`config.mk`:
```
export PLATFORM = sky130hd
export DESIGN_NAME = ps2_device_tx
export DESIGN_NICKNAME = d
export VERILOG_FILES = /design/src/rtl/ps2_device_tx.sv
export SDC_FILE = /design/constraint.sdc
export NUM_CORES = 1
export LEC_CHECK = 0
export BUFFER_PORTS_ARGS = -buffer_cell sky130_fd_sc_hd__buf_2
export CORE_MARGIN = 2
export CORE_UTILIZATION = 51
export CTS_CLUSTER_DIAMETER = 200
export DETAILED_ROUTE_END_ITERATION = 6
export PLACE_DENSITY = 0.69
export REMOVE_ABC_BUFFERS = 1
export SYNTH_ARGS = -nofsm -noshare
export SYNTH_HDL_FRONTEND = slang
export SYNTH_SLANG_ARGS = --single-unit
```
`constraint.sdc`:
```
create_clock -name clock -period 4.2 [get_ports clock]
set_input_delay 0.63 -clock clock [delete_from_list [all_inputs] [get_ports clock]]
set_output_delay 0.63 -clock clock [all_outputs]
set_load 0.005 [all_outputs]
```
`src/rtl/ps2_device_tx.sv`:
```
`default_nettype none
// ============================================================================
//  Module      : ps2_device_tx
//  Description : PS/2 device-side transmitter. Emulates a keyboard/mouse and
//                shifts scancode bytes out on the open-drain PS/2 clock and
//                data lines. It generates the device clock, backs off when the
//                host inhibits the bus and retransmits the same byte.
//                Optional host-to-device receive path: define PS2_HOST_RX_EN.
//  Revision    : 1.0 - initial release
// ============================================================================
module ps2_device_tx #(
    parameter int QTR_CYCLES = 1600,
    parameter int IDLE_QTRS  = 4
) (
    input  logic       clock,
    input  logic       reset,
    input  logic       tx_valid,
    input  logic [7:0] tx_data,
    output logic       tx_ready,
    input  logic       ps2_clk_in,
    input  logic       ps2_data_in,
    output logic       ps2_clk_oe,
    output logic       ps2_data_oe,
    output logic       tx_done,
    output logic       tx_abort,
    output logic       rx_valid,
    output logic [7:0] rx_data,
    output logic       rx_err
);

    localparam int QW = (QTR_CYCLES > 1) ? $clog2(QTR_CYCLES) : 1;
    localparam int IW = (IDLE_QTRS > 1) ? $clog2(IDLE_QTRS) : 1;
    localparam logic [QW-1:0] c_QEND     = QW'(QTR_CYCLES - 1);
    localparam logic [IW-1:0] c_IEND     = IW'(IDLE_QTRS - 1);
    localparam logic [3:0]    c_LAST_BIT = 4'd10;

    typedef enum logic [1:0] {
        S_IDLE    = 2'd0,
        S_HOLDOFF = 2'd1,
        S_SEND    = 2'd2,
        S_RECV    = 2'd3
    } state_t;

    state_t          r_state, w_state_nxt;
    logic [QW-1:0]   r_qcnt, w_qcnt_nxt, w_qcnt_inc;
    logic [1:0]      r_qtr, w_qtr_nxt;
    logic [3:0]      r_bit, w_bit_nxt;
    logic [IW-1:0]   r_idle, w_idle_nxt;
    logic [7:0]      r_byte, w_byte_nxt;
    logic            r_clk_m, r_clk_s, r_dat_m, r_dat_s;
    logic            r_clk_oe, r_data_oe, r_tx_ready, r_tx_done, r_tx_abort;
    logic            w_clk_oe_nxt, w_data_oe_nxt, w_done_nxt, w_abort_nxt;
    logic            w_qend, w_active;
    logic [10:0]     w_frame;

    // Bit 0 is the start bit; parity makes the data+parity ones count odd.
    assign w_frame    = {1'b1, ~^r_byte, r_byte, 1'b0};
    assign w_qend     = (r_qcnt == c_QEND);
    assign w_qcnt_inc = w_qend ? '0 : r_qcnt + 1'b1;

`ifdef PS2_HOST_RX_EN
    logic            r_pend, w_pend_nxt;
    logic [9:0]      r_shift, w_shift_nxt;
    logic [7:0]      r_rx_data, w_rx_data_nxt;
    logic            r_rx_valid, r_rx_err, w_rx_valid_nxt, w_rx_err_nxt;
    logic [QW-1:0]   r_low_cnt;
    logic            r_rts_arm;
    logic            w_rts, w_rx_ok;

    // Request-to-send: data low with clock high after a long enough clock-low.
    assign w_rts   = ((r_state == S_IDLE) || (r_state == S_HOLDOFF)) &&
                     r_clk_s && !r_dat_s && r_rts_arm;
    // After ten samples r_shift holds {stop, parity, data[7:0]}.
    assign w_rx_ok = (^r_shift[8:0]) && r_shift[9];

    // Arm request-to-send once the host held clock low for a full quarter.
    always_ff @(posedge clock or posedge reset) begin
        if (reset) begin
            r_low_cnt <= '0;
            r_rts_arm <= 1'b0;
        end else if ((r_state == S_IDLE) || (r_state == S_HOLDOFF)) begin
            if (!r_clk_s) begin
                if (r_low_cnt == c_QEND) r_rts_arm <= 1'b1;
                else                     r_low_cnt <= r_low_cnt + 1'b1;
            end else begin
                r_low_cnt <= '0;
                if (r_dat_s) r_rts_arm <= 1'b0;
            end
        end else begin
            r_low_cnt <= '0;
            r_rts_arm <= 1'b0;
        end
    end
`endif

    // Two-flop synchronisers for the asynchronous bus lines.
    always_ff @(posedge clock or posedge reset) begin
        if (reset) begin
            r_clk_m <= 1'b1;
            r_clk_s <= 1'b1;
            r_dat_m <= 1'b1;
            r_dat_s <= 1'b1;
        end else begin
            r_clk_m <= ps2_clk_in;
            r_clk_s <= r_clk_m;
            r_dat_m <= ps2_data_in;
            r_dat_s <= r_dat_m;
        end
    end

    // Next-state, counters and output decode.
    always_comb begin
        w_state_nxt = r_state;
        w_qcnt_nxt  = r_qcnt;
        w_qtr_nxt   = r_qtr;
        w_bit_nxt   = r_bit;
        w_idle_nxt  = r_idle;
        w_byte_nxt  = r_byte;
        w_done_nxt  = 1'b0;
        w_abort_nxt = 1'b0;
`ifdef PS2_HOST_RX_EN
        w_pend_nxt     = r_pend;
        w_shift_nxt    = r_shift;
        w_rx_data_nxt  = r_rx_data;
        w_rx_valid_nxt = 1'b0;
        w_rx_err_nxt   = 1'b0;
`endif
        case (r_state)
            S_IDLE: begin
                w_qcnt_nxt = '0;
                w_qtr_nxt  = '0;
                w_bit_nxt  = '0;
                w_idle_nxt = '0;
                if (tx_valid && r_tx_ready) begin
                    w_byte_nxt  = tx_data;
                    w_state_nxt = S_HOLDOFF;
`ifdef PS2_HOST_RX_EN
                    w_pend_nxt  = 1'b1;
`endif
                end
`ifdef PS2_HOST_RX_EN
                // Host request wins over a byte offered the same cycle.
                if (w_rts) w_state_nxt = S_RECV;
`endif
            end
            S_HOLDOFF: begin
                w_qtr_nxt = '0;
                w_bit_nxt = '0;
                if (!(r_clk_s && r_dat_s)) begin
                    w_qcnt_nxt = '0;
                    w_idle_nxt = '0;
                end else begin
                    w_qcnt_nxt = w_qcnt_inc;
                    if (w_qend) begin
                        if (r_idle == c_IEND) begin
                            w_idle_nxt  = '0;
                            w_state_nxt = S_SEND;
                        end else begin
                            w_idle_nxt = r_idle + 1'b1;
                        end
                    end
                end
`ifdef PS2_HOST_RX_EN
                if (w_rts) begin
                    w_state_nxt = S_RECV;
                    w_qcnt_nxt  = '0;
                    w_idle_nxt  = '0;
                end
`endif
            end
            S_SEND: begin
                w_qcnt_nxt = w_qcnt_inc;
                if (w_qend) begin
                    w_qtr_nxt = r_qtr + 2'd1;
                    if (r_qtr == 2'd3) begin
                        if (r_bit == c_LAST_BIT) begin
                            w_state_nxt = S_IDLE;
                            w_bit_nxt   = '0;
                            w_done_nxt  = 1'b1;
`ifdef PS2_HOST_RX_EN
                            w_pend_nxt  = 1'b0;
`endif
                        end else begin
                            w_bit_nxt = r_bit + 4'd1;
                        end
                    end else if ((r_qtr == 2'd1) && (r_bit != c_LAST_BIT) && !r_clk_s) begin
                        // Clock is ours to release here, so a low level is the host.
                        w_abort_nxt = 1'b1;
                        w_state_nxt = S_HOLDOFF;
                        w_qtr_nxt   = '0;
                        w_bit_nxt   = '0;
                        w_idle_nxt  = '0;
                    end
                end
            end
`ifdef PS2_HOST_RX_EN
            S_RECV: begin
                w_qcnt_nxt = w_qcnt_inc;
                if (w_qend) begin
                    w_qtr_nxt = r_qtr + 2'd1;
                    if ((r_qtr == 2'd1) && (r_bit != c_LAST_BIT))
                        w_shift_nxt = {r_dat_s, r_shift[9:1]};
                    if (r_qtr == 2'd3) begin
                        if (r_bit == c_LAST_BIT) begin
                            w_state_nxt = r_pend ? S_HOLDOFF : S_IDLE;
                            w_bit_nxt   = '0;
                            w_idle_nxt  = '0;
                            if (w_rx_ok) begin
                                w_rx_valid_nxt = 1'b1;
                                w_rx_data_nxt  = r_shift[7:0];
                            end else begin
                                w_rx_err_nxt = 1'b1;
                            end
                        end else begin
                            w_bit_nxt = r_bit + 4'd1;
                        end
                    end
                end
            end
`endif
            default: w_state_nxt = S_IDLE;
        endcase
    end

    // Line drives follow the next state so they change together with it.
    assign w_active      = (w_state_nxt == S_SEND) || (w_state_nxt == S_RECV);
    assign w_clk_oe_nxt  = w_active && w_qtr_nxt[1];
    assign w_data_oe_nxt = ((w_state_nxt == S_SEND) && !w_frame[w_bit_nxt]) ||
                           ((w_state_nxt == S_RECV) && (w_bit_nxt == c_LAST_BIT));

    // State, counters and registered outputs.
    always_ff @(posedge clock or posedge reset) begin
        if (reset) begin
            r_state    <= S_IDLE;
            r_qcnt     <= '0;
            r_qtr      <= '0;
            r_bit      <= '0;
            r_idle     <= '0;
            r_byte     <= '0;
            r_clk_oe   <= 1'b0;
            r_data_oe  <= 1'b0;
            r_tx_ready <= 1'b1;
            r_tx_done  <= 1'b0;
            r_tx_abort <= 1'b0;
        end else begin
            r_state    <= w_state_nxt;
            r_qcnt     <= w_qcnt_nxt;
            r_qtr      <= w_qtr_nxt;
            r_bit      <= w_bit_nxt;
            r_idle     <= w_idle_nxt;
            r_byte     <= w_byte_nxt;
            r_clk_oe   <= w_clk_oe_nxt;
            r_data_oe  <= w_data_oe_nxt;
            r_tx_ready <= (w_state_nxt == S_IDLE);
            r_tx_done  <= w_done_nxt;
            r_tx_abort <= w_abort_nxt;
        end
    end

`ifdef PS2_HOST_RX_EN
    // Receive-side registers.
    always_ff @(posedge clock or posedge reset) begin
        if (reset) begin
            r_pend     <= 1'b0;
            r_shift    <= '0;
            r_rx_data  <= '0;
            r_rx_valid <= 1'b0;
            r_rx_err   <= 1'b0;
        end else begin
            r_pend     <= w_pend_nxt;
            r_shift    <= w_shift_nxt;
            r_rx_data  <= w_rx_data_nxt;
            r_rx_valid <= w_rx_valid_nxt;
            r_rx_err   <= w_rx_err_nxt;
        end
    end

    assign rx_valid = r_rx_valid;
    assign rx_data  = r_rx_data;
    assign rx_err   = r_rx_err;
`else
    assign rx_valid = 1'b0;
    assign rx_data  = 8'h00;
    assign rx_err   = 1'b0;
`endif

    assign tx_ready    = r_tx_ready;
    assign ps2_clk_oe  = r_clk_oe;
    assign ps2_data_oe = r_data_oe;
    assign tx_done     = r_tx_done;
    assign tx_abort    = r_tx_abort;

endmodule
`default_nettype wire

```
-- Yosys cells after proc, flatten, opt, wreduce, memory -nomap -nowiden
Index checks and enable logic that the tools add are counted.
- RAM bits: 0
- memories kept: 0
- bits in registers: 38
- input port bits: 13
- ROM bits: 0
- output and inout port bits: 15
- word-level logic and storage cells: 94
- bits in latches: 0
- divide/modulo/power cells: 0
- equality and inequality tests: 15
- bitwise operators: 0
- $mul: 0
- shift-type cells: 0
- reductions and logical operators: 20
- magnitude comparators: 1
- muxes and demuxes: 38
- $add $sub $neg: 4
- operators with widths (kind ; number):
    2-to-1 mux 2 bit ; 17
    one-hot mux 11 bit (3 select lines) ; 1
    2-to-1 mux 11 bit ; 2
    2-to-1 mux 4 bit ; 4
    one-hot mux 2 bit (3 select lines) ; 2
    adder 11 x 1 -> 11 bit (second input constant) ; 1
    equality test 11 bit (second input constant) ; 1
    equality test 2 bit (second input constant) ; 5
    2-to-1 mux 1 bit ; 9
    equality test 4 bit (second input constant) ; 2
    one-hot mux 4 bit (2 select lines) ; 1
    XNOR reduction 8 bit ; 1
    logical AND 1 bit ; 7
    != test 2 bit (second input constant) ; 3
    less-than comparator 4 x 5 -> 1 bit (second input constant) ; 1
    AND reduction 5 bit ; 1
    adder 2 x 1 -> 2 bit (second input constant) ; 2
    adder 4 x 1 -> 4 bit (second input constant) ; 1
    binary-select mux 1 bit (select 4 bit) ; 1
    equality test 2 x 1 -> 1 bit (second input constant) ; 2
    zero test 2 bit ; 2
    != test 4 bit (second input constant) ; 1
    one-hot mux 2 bit (2 select lines) ; 1
    AND reduction 2 bit ; 2
    other kinds (6) ; 8

-- Depth between registers and ports, before layout
- word-level depth: 12
- gate-level depth with buffers: 11
- depth with buffers taken out: 10

-- Worst setup path before layout
No wires, ideal clock.
- kind: register to register
- start: register r_bit[0]
- end: register r_data_oe (netlist: ps2_data_oe)
- clock period less this slack: 2476 ps
- data required time: 4106 ps
- buffers on the path: 1
- cell stages (with the launch flop): 10
- slack: 1724 ps
- library setup time: 94 ps
- data arrival time: 2382 ps
- path through: dfrtp_1 clkbuf_1 inv_1 ha_1 nand3b_4 a31oi_2 o41ai_1 o22ai_1 or4_4 a221oi_2
- longest elaborated chain between the ends: 12
- elaborated cells between the ends (all ways): 24
- classes of those cells: 1 x add/sub; 5 x eq/ne; 12 x mux; 6 x reduce/logical
- RTL lines (item ; line ; RTL):
    start, declared ; 47 ; logic [3:0] r_bit, w_bit_nxt;
    start signal, assigned ; 249 ; r_bit <= w_bit_nxt;
    parallel branches: the longest is 11 deep, another holds adder 4 x 1 -> 4 bit ; n/a ;
    logical OR 1 bit (*) ; 228 ; assign w_data_oe_nxt = ((w_state_nxt == S_SEND) && !w_frame[w_bit_nxt]) ||
    net w_data_oe_nxt ; 52 ; logic w_clk_oe_nxt, w_data_oe_nxt, w_done_nxt, w_abort_nxt;
    end signal, assigned ; 253 ; r_data_oe <= w_data_oe_nxt;
    end, declared ; 51 ; logic r_clk_oe, r_data_oe, r_tx_ready, r_tx_done, r_tx_abort;
Mark *: on every way through the listed nets, which the timed path passes. The select of a mux whose other input is x is not followed.
A chain may end at the register's enable or synchronous reset.

-- Final worst setup path
- start: register r_state[0]
- end: register r_data_oe (netlist: ps2_data_oe)
- longest elaborated chain between the ends: 8
- elaborated cells between the ends (all ways): 23
- classes of those cells: 5 x eq/ne; 12 x mux; 6 x reduce/logical
- RTL lines (item ; line ; RTL):
    start, declared ; 44 ; state_t r_state, w_state_nxt;
    start signal, assigned ; 246 ; r_state <= w_state_nxt;
    equality test 2 x 1 -> 1 bit / zero test 2 bit (equally long branches) ; 128 ; case (r_state)
    OR reduction 2 bit (no line) ; n/a ;
    one-hot mux 4 bit (2 select lines) ; 128 ;
    binary-select mux 1 bit (select 4 bit) ; 228 ;
    2-to-1 mux 1 bit (implied by the code) ; 228 ;
    zero test 1 bit ; 228 ;
    logical AND 1 bit ; 228 ;
    logical OR 1 bit (*) ; 228 ;
    net w_data_oe_nxt ; 52 ;
The timed path passes the listed nets; every way through them passes the cells marked *. The select of a mux whose other input is x is not followed.

==> summary.md <==
| Metric | Value |
|---|---|
| Final hold vios | 0 |
| Number of setup buffers added after CTS | 0 |
| Initial DRC Count | 79 |
| Fin Setup TNS | 0 ns |
| Worst hold path type | reg -> reg |
| Register bit count reported by yosys | 38 |
| Max cap viols | 0 |
| Asr flop ratio synth | 100% |
| Min cycle time layout | between 2 and 3 ns |
| CTS tree | built |
| Antenna diodes | 0 |
| Max clock buf depth | 2 |
| Outcome | finished, final reports clean |
| Die Width | 73.3 um |
| Rel. slew slack | 60.7% |
| Die height | 73.3 um |
| Avg Inst Size Synth | roughly 10 um2 |
| IO Pins | 28 |
| H-tree Lvls | 2 |
| Post-synth top flop | dfrtp_1 |
| Core Footprint | 0.00466 mm2 |
| Kind of critical path | reg -> reg |
| Slowest CP cell | or4_1 |
| Commonest cells after routing, fill and taps aside | dfrtp_1, nand2_1, buf_2, nor2_1, o21ai_0 |
| Wirelength per Cell | 14.2 um |
| Port Buffers | 17 |
| Post-Synthesis Cells | ~250 |
| # hold bufs at CTS | 0 |
| Mapped Area | 0.00245 mm2 |
| Seq/Total Area, Yosys | 39.1% |
| Total number of vias | 1795 |
| Post-synth cell types | 68 |
| RSZ-0062 raised after global routing | no |
| GRT Total Usage | 18.8% |
| WP buf/inv | 1 |
| Max Slew Vio Count | 0 |
| Worst Path Max Fanout | 11 |
| Leakage | 1.21 nW |
| Post-DP HPWL | approximately 3400 um |
| Maximum clock rate | around 0.37 GHz |
| Most common cell after layout, fill and taps aside | dfrtp_1 |
| Total number of yosys warnings | 0 |
| GR Overflow Total | 0 |
| Worst-Margin Slew | 0.587 ns |
| GPL Wtd Cong | 0.934 |
| Clock transition at path regs | approximately 0.070 ns |
| Cts repair resizes | 0 |
| Number of vias per cell | between 5 and 6 |
| Post-synth EDFFs | 0 |
| Crit-path cells | inv_1 -> ha_1 -> nor2b_1 -> nand3_1 -> o31ai_2 -> nor2_4 -> or4_1 -> a31oi_1 -> a221oi_2 |
| Number of global-route vias before repair | around 1700 |
| Antenna Nets Post-Route | 0 |
| Total power | 0.000654 W |
| # DRC | 0 |
| Share of cells above drive strength 1 | 22.4% |
| Largest net degree at the start of global routing | 39 |
| Worst vdd ir | about 0.00018 V |
| Data arrival time of the critical path | 2.89 ns |
| Antenna violations before repair | 0 |
| Final Cycle Share | 64.9% |
| Site Rows | 25 |
| First-pass GRT wire length | 7860 um |
| Later-pin clock latency in the skew report | 0.28 ns |
| Nets | around 290 |
| Pwr/cell area | 253 mW/mm2 |
| CTS buffer count | 5 |
| # setup viols final | 0 |
| Initial core utilization | 52.5% |
| Max incr delay on CP | 0.47 ns |
| Full die area | between 0.005 and 0.006 mm2 |
| CTS Root Cell | clkbuf_8 |
| Setup crit start kind | flop |
| Area Growth Syn to Fin | 5.78% |
| CP top delay family | simple AND/OR/NAND/NOR gates |
| Worst clock skew | 0.00369 ns |
| CTS Sinks | 38 |
| Critical Path RT | between 4 and 5 ns |
| Final WL | ~4500 um |
| CP Capture Type | flop |
| Drt pass-1 iters | 4 |
-- cells by family (layout without fill, tap and decap cells) --
kind of cell / count (synthesis) / in the layout / synth area share (%)
other: 1 / 10 / 0.153
DFF: 38 / 38 / 39.1
buffers and inverters: 31 / 40 / 8.03
and+or+nand+nor: 95 / 95 / 23.6
AOI/OAI and AO/OA: 49 / 49 / 15.4
adders and majority gates: 11 / 11 / 5.63
muxes: 10 / 10 / 4.50
xor gates and xnor gates: 10 / 10 / 3.58
-- area by class of cell --
type                            count  area [um2]
Inverter                           14        52.6
Clock buffer                        7        86.3
Multi-Input combinational cell    185        1330
Clock inverter                      1        5.00
Timing Repair Buffer               18        92.6
Tap cell                           54        67.6
Sequential cell                    38         957
Fill cell                         403        2070
-- metal layers --
metal  vias up  global-route usage (%)  routed length, um
met5         -                       0                  0
met4         0                    3.70                 22
met3         3                    4.12                210
met2        47                    29.1               2020
met1       852                    27.1               2260
li1        893                       -                  -
-- metrics by stage --
step                      utilization (%)  setup WS, ns  instances  hold WS (ns)  area [um2]
final                                55.5          1.48        317         0.357        2590
after global routing                 55.5          1.20        317         0.360        2590
after CTS                            55.5          1.48        317         0.358        2590
after detailed placement             53.6          1.50        309         0.347        2500
after global placement               53.6          1.48        309         0.346        2500
after floorplan                         -          1.79        237         0.345        2340
-- state kept, by name, indices dropped and copies added (netlist names) --
register	cells
r_clk_s	1
ps2_data_oe	1
r_dat_s	1
r_bit	4
r_qtr	2
tx_done	1
r_idle	2
tx_ready	1
r_dat_m	1
r_clk_m	1
r_qcnt	11
tx_abort	1
r_state	2
r_byte	8
ps2_clk_oe	1
-- path summary, 6_finish.rpt --
check | start | to | slack (ns) | cells past startpoint
max | r_state[0] | ps2_data_oe | 1.48 | 9
min | r_clk_m | r_clk_s | 0.36 | 0
max reg2reg | r_state[0] | ps2_data_oe | 1.48 | 9
min reg2reg | r_clk_m | r_clk_s | 0.36 | 0
max in group asynchronous | reset | tx_ready | 3.39 | 3
min in group asynchronous | reset | r_idle[1] | 0.43 | 3
-- worst register-to-register path, stage by stage, from the launching register on --
cell	delay [ns]
dfrtp_1	0.44
inv_1	0.11
ha_1	0.39
nor2b_1	0.31
nand3_1	0.18
o31ai_2	0.40
nor2_4	0.07
or4_1	0.47
a31oi_1	0.17
a221oi_2	0.08
-- synth_stat cells (3+ instances only) --
library cell  instances  area share, %
a21oi_1               5            1.0
and3_1                5            1.3
buf_4                10            3.1
dfrtp_1              33             34
dfstp_2               5            5.4
ha_1                 11            5.6
inv_1                12            1.8
mux2_2                8            3.7
nand2_1              23            3.5
nand2b_1              4            1.0
nand3_1              11            2.3
nor2_1               14            2.1
nor2b_1               3           0.77
nor3_1                4           0.82
nor4_1                4            1.0
o211ai_1              3           0.92
o21a_1                3           0.92
o21ai_0              13            2.7
o31ai_1               3           0.92
xnor2_1               7            2.5
xor2_1                3            1.1
-- where the power goes --
| group | leakage [nW] | internal (W) | switching [W] | total (W) |
|---|---|---|---|---|
| Sequential | 0.506 | 0.000371 | 0.00000324 | 0.000375 |
| Clock | 0.0482 | 0.000132 | 0.000122 | 0.000255 |
| Combinational | 0.655 | 0.00000833 | 0.0000165 | 0.0000248 |
| Total | 1.21 | 0.000512 | 0.000142 | 0.000654 |
No activity file was read; power rests on OpenSTA's default activity.
